### src/rtl/pipe_hazard_unit.sv
// Scoreboard-based hazard detection and operand forwarding at the register-read stage.
// Define PIPE_HAZ_FWD_EN to enable forwarding; otherwise every dependency stalls until retirement.
module pipe_hazard_unit #(
    parameter int unsigned DATA_W   = 16,
    parameter int unsigned REG_AW   = 3,
    parameter int unsigned DEPTH    = 3,
    parameter int unsigned LOAD_RDY = 1
) (
    input  logic                    clk,
    input  logic                    rst,
    input  logic                    hold,
    input  logic                    flush,
    input  logic                    iss_valid,
    input  logic                    iss_wr,
    input  logic                    iss_load,
    input  logic [REG_AW-1:0]       iss_dest,
    input  logic [REG_AW-1:0]       src_a,
    input  logic [REG_AW-1:0]       src_b,
    input  logic                    src_a_used,
    input  logic                    src_b_used,
    input  logic [DATA_W-1:0]       rf_a,
    input  logic [DATA_W-1:0]       rf_b,
    input  logic [DEPTH*DATA_W-1:0] stage_data,
    output logic                    stall,
    output logic [DEPTH:0]          fwd_sel_a,
    output logic [DEPTH:0]          fwd_sel_b,
    output logic [DATA_W-1:0]       opnd_a,
    output logic [DATA_W-1:0]       opnd_b
);
    localparam int unsigned IDX_W = (DEPTH > 1) ? $clog2(DEPTH) : 1;

    typedef struct packed {
        logic              v;
        logic              wr;
        logic              load;
        logic [REG_AW-1:0] dest;
    } sb_entry_t;

    sb_entry_t         sb_q [DEPTH];
    sb_entry_t         new_entry;

    logic [REG_AW-1:0] src      [2];
    logic              src_used [2];
    logic [DATA_W-1:0] rf_data  [2];
    logic              hit      [2];
    logic [IDX_W-1:0]  win_idx  [2];
    logic              hazard   [2];
    logic [DEPTH:0]    sel      [2];
    logic [DATA_W-1:0] opnd     [2];

    assign src[0]      = src_a;
    assign src[1]      = src_b;
    assign src_used[0] = src_a_used;
    assign src_used[1] = src_b_used;
    assign rf_data[0]  = rf_a;
    assign rf_data[1]  = rf_b;

    // Youngest matching writer wins: scan oldest to youngest so the last hit overrides.
    always_comb begin
        for (int s = 0; s < 2; s++) begin
            hit[s]     = 1'b0;
            win_idx[s] = '0;
            for (int i = int'(DEPTH) - 1; i >= 0; i--) begin
                if (sb_q[i].v && sb_q[i].wr && src_used[s] && (sb_q[i].dest == src[s])) begin
                    hit[s]     = 1'b1;
                    win_idx[s] = IDX_W'(i);
                end
            end
        end
    end

`ifdef PIPE_HAZ_FWD_EN
    logic [DATA_W-1:0] slice [DEPTH];

    for (genvar g = 0; g < DEPTH; g++) begin : g_slice
        assign slice[g] = stage_data[g*DATA_W +: DATA_W];
    end

    // A load still in flight before LOAD_RDY cannot forward; anything else forwards its stage result.
    always_comb begin
        for (int s = 0; s < 2; s++) begin
            hazard[s] = hit[s] && sb_q[win_idx[s]].load && (32'(win_idx[s]) < LOAD_RDY);
            sel[s]    = '0;
            opnd[s]   = rf_data[s];
            if (hit[s] && !hazard[s]) begin
                opnd[s] = slice[win_idx[s]];
                for (int i = 0; i < int'(DEPTH); i++) begin
                    sel[s][i+1] = (win_idx[s] == IDX_W'(i));
                end
            end else begin
                sel[s][0] = 1'b1;
            end
        end
    end
`else
    logic [DEPTH-1:0] load_bits;
    logic             unused_fwd;

    // Without forwarding, any pending writer blocks the read until it reaches the register file.
    always_comb begin
        for (int s = 0; s < 2; s++) begin
            hazard[s] = hit[s];
            sel[s]    = '0;
            sel[s][0] = 1'b1;
            opnd[s]   = rf_data[s];
        end
    end

    always_comb begin
        load_bits = '0;
        for (int i = 0; i < int'(DEPTH); i++) begin
            load_bits[i] = sb_q[i].load;
        end
    end

    assign unused_fwd = ^{stage_data, load_bits, win_idx[0], win_idx[1]};
`endif

    assign stall     = iss_valid && !flush && (hazard[0] || hazard[1]);
    assign fwd_sel_a = sel[0];
    assign fwd_sel_b = sel[1];
    assign opnd_a    = opnd[0];
    assign opnd_b    = opnd[1];

    always_comb begin
        new_entry = '0;
        if (iss_valid && !stall && !flush) begin
            new_entry = {1'b1, iss_wr, iss_load, iss_dest};
        end
    end

    // Scoreboard shift: entry 0 takes the issuing instruction or a bubble, the last entry retires.
    always_ff @(posedge clk) begin
        if (rst) begin
            for (int i = 0; i < int'(DEPTH); i++) begin
                sb_q[i] <= '0;
            end
        end else if (!hold) begin
            sb_q[0] <= new_entry;
            for (int i = 1; i < int'(DEPTH); i++) begin
                sb_q[i] <= sb_q[i-1];
            end
        end
    end

endmodule

### config.mk
export PLATFORM = sky130hd
export DESIGN_NAME = pipe_hazard_unit
export DESIGN_NICKNAME = d
export VERILOG_FILES = /design/src/rtl/pipe_hazard_unit.sv
export SDC_FILE = /design/constraint.sdc
export NUM_CORES = 1
export LEC_CHECK = 0
export CAP_MARGIN = 20
export CORE_ASPECT_RATIO = 0.75
export CORE_MARGIN = 5
export CORE_UTILIZATION = 29
export DETAILED_ROUTE_END_ITERATION = 16
export PLACE_DENSITY = 0.88
export SYNTH_ARGS = -nofsm -noshare
export SYNTH_HDL_FRONTEND = slang
export SYNTH_SLANG_ARGS = --single-unit
### constraint.sdc
create_clock -name clk -period 3.2 [get_ports clk]
set_clock_uncertainty 0.2 [all_clocks]
set_input_delay 0.48 -clock clk [delete_from_list [all_inputs] [get_ports clk]]
set_output_delay 0.48 -clock clk [all_outputs]
set_load 0.03 [all_outputs]
==> metrics.md <==
| Metric | Value |
|---|---|
| Critical path, cell by cell | clkdlybuf4s50_1 > xor2_1 > nor4_1 > nor4_1 > a21oi_1 > buf_4 |
| Critical Path AT | approximately 2.2 ns |
| FP Rows | 19 |
| CTS clk-pin slew, worst paths | ~0.060 ns |
| Top cell family by delay on the critical path | buffers and inverters |
| CP required | 2.52 ns |
| Main synth FF type | edfxtp_1 |
| Routed wire length | between 1500 and 2000 um |
| Yosys reg bits | 15 |
| Critical path class | in2out |
| Status | complete, no violations |
| # Post-CTS Setup Buffers | 0 |
| Leak Pwr | between 0.4 and 0.5 nW |
| GRT Util Overall | 0.07606 |
| Worst-case reg-to-reg path depth | 4 |
| Die W | 82.51 um |
| CTS tree | done |
| Crit. End Element | primary output |
| Post-synth EDFFs | 15 |
| Gate Count Post-Synth | about 110 |
| Clock root cell | clkbuf_8 |
| Final Hold Viols | 0 |
| CTS Buf Count | 3 |
| First-pass GRT wire length | just under 3000 um |
| Overflow after GRT | 0 |
| Number of fill cells | 392 |
| Final net count | 200 |
| Biggest regs | sb_q x15 |
| Clock sink count | 15 |
| Core footprint | approximately 3700 um2 |
| Hold path depth | 1 |
| Synthesized area per cell | about 10 um2 |
| Vias in the first global route | ~650 |
| Vias | 636 |
| RR Endpoint | sb_q[0][0] |
| DR WL/cell | between 10 and 15 um |
| Maximum clock path buffer count | 2 |
| Die area | 5312 um2 |
| Most common cell in the netlist | buf_4 |
| Synth cell types | 18 |
| Top cell type's share of synthesized area | 0.3939 |
| Final period utilization | 0.8920 |
| Min Tclk post-route | 2.854 ns |
| Bufs and invs on worst path | 2 |
| Setup total negative slack | 0 ns |
| Pwr Density | 402.6 nW/um2 |
| FF-to-FF setup slack | between 1 and 1.5 ns |
| GPL Wtd Cong | 0.8472 |
| Post-synth top cells | buf_4, edfxtp_1, xor2_1, and2_1, xnor2_1 |
| Slowest stage delay, CP | 0.59 ns |
| Max Clk Rate | ~0.35 GHz |
| Max cap viols | 0 |
| Initial Util | 0.3064 |
| Largest net degree at the start of global routing | 16 |
| Hold endpoint | sb_q[0][16] |
| Slew Viols, Final | 0 |
| Number of antenna violations at the first check in global routing | 0 |
| Register area | roughly 450 um2 |
| Top area cells in the synthesized netlist | edfxtp_1, buf_4, xor2_1 |
| Die height | around 64 um |
| Drt first-iter violations | 29 |
| HPWL after detailed placement | between 1500 and 2000 um |
| H-Tree Level Count | 1 |
| HP Start | sb_q[0][10] |
| Yosys Warn Count | 0 |
| # setup viols final | 0 |
| Yosys top cell by area | edfxtp_1 |
| Area occupied by multi-input gates | ~420 um2 |
| Max reg flops | 15 |
| Port bufs | 17 |
| Number of hold buffers added after cts | 0 |
| Share of cells above drive strength 1 | 0.06931 |
| Slowest CP cell | clkdlybuf4s50_1 |
| RSZ-0062 raised after global routing | false |
| Fraction of registers with async set/reset | 0 |
| Max_slew headroom | 0.5251 |
| Type of origin of the critical path | input pin |
| Class of the worst hold path | reg2reg |
| Synth Cell Area | roughly 1100 um2 |
| Critical Path Fanout Max | 3 |
| Post-cts sizing count | 0 |
| Detailed-route DRC error count | 0 |
| Top reg by flops | sb_q |
| Worst r2r src | sb_q[0][0] |
| Sequential fraction of the synthesis area | 0.3939 |
| P&R area growth vs syn | 0.3282% |
| Drt first pass iters | 4 |
| Most frequent CP cell | nor4_1 |
| Routed vias/inst | 4.157 |
| N_diodes | 0 |
| Core Util, Final | 0.3074 |
| Worst skew pair latency | 0.25 ns |
| Worst slew pin tran | just over 0.7 ns |
| Antenna viol nets, final | 0 |
| Io pins | 139 |
| Peak VDD IR | approximately 0.17 mV |
-- logic make-up after synthesis --
group           share of synthesized area
compound gates                    0.01532
xor+xnor                           0.1379
buf+inv                            0.2626
flops                              0.3939
other cells                      0.006567
simple gates                       0.1838
-- cells in the final DEF, fill, tap and decap left out --
cell             netlist  routed
clkdlybuf4s50_1        0      16
nand3_1                4       4
a21oi_1                2       2
nor2_1                 1       1
nand4_1                2       2
xnor2_1                6       6
edfxtp_1              15      15
conb_1                 2       8
nor3_1                 5       5
nand2b_1               2       2
and2_1                10      10
clkinvlp_4             0       1
buf_4                 40       1
nand2_1                5       5
and3_1                 1       1
nor4_2                 1       1
clkbuf_8               0       3
or4_4                  1       1
a21o_1                 1       1
nor4_1                 4       4
xor2_1                12      12
-- where the power goes --
group / leakage, nW / internal [W] / switching [W] / total [W]
Sequential: 0.167 / 0.000228 / 0.00000903 / 0.000237
Clock: 0.0217 / 0.0000873 / 0.0000662 / 0.000154
Combinational: 0.237 / 0.0000328 / 0.0000382 / 0.0000709
Total: 0.426 / 0.000349 / 0.000113 / 0.000462
-- cell type report --
| type | instances | share of cell area |
|---|---|---|
| clock buffer | 3 | 0.03599 |
| sequential | 15 | 0.3926 |
| multi-input combinational | 65 | 0.3620 |
| timing repair buffer | 17 | 0.1461 |
| clock inverter | 1 | 0.006543 |
| tap | 52 | 0.05671 |
-- metal layers --
metal	vias up	share of wire	track usage
met5	-	0	0
met4	0	0.018	0.03469
met2	22	0.43	0.1040
li1	311	-	-
met1	299	0.47	0.1027
met3	4	0.081	0.03230
-- worst max path at each step --
stage               startpoint  endpoint  slack, ns  depth (start not counted)
global route          src_a[1]     stall       0.29                          6
floorplan             src_a[2]     stall       0.96                          4
finish                src_b[2]     stall       0.35                          6
CTS                   src_a[1]     stall       0.36                          6
detailed placement    src_a[1]     stall       0.36                          6
global placement      src_a[2]     stall       0.41                          6
-- through the flow --
step           hold WS, ns  worst slack, ns  std cells  total power, W  cell area, um2
2_1_floorplan       0.3244           0.9594        120       0.0003611            1166
3_3_place_gp        0.3376           0.4067        149       0.0003094            1099
3_5_place_dp        0.3407           0.3647        149       0.0003122            1099
4_1_cts             0.3623           0.3558        153       0.0004647            1147
5_1_grt             0.3839           0.2861        153       0.0004816            1147
6_report            0.3590           0.3456        153       0.0004620            1147
(Power assumes the default switching activity.)
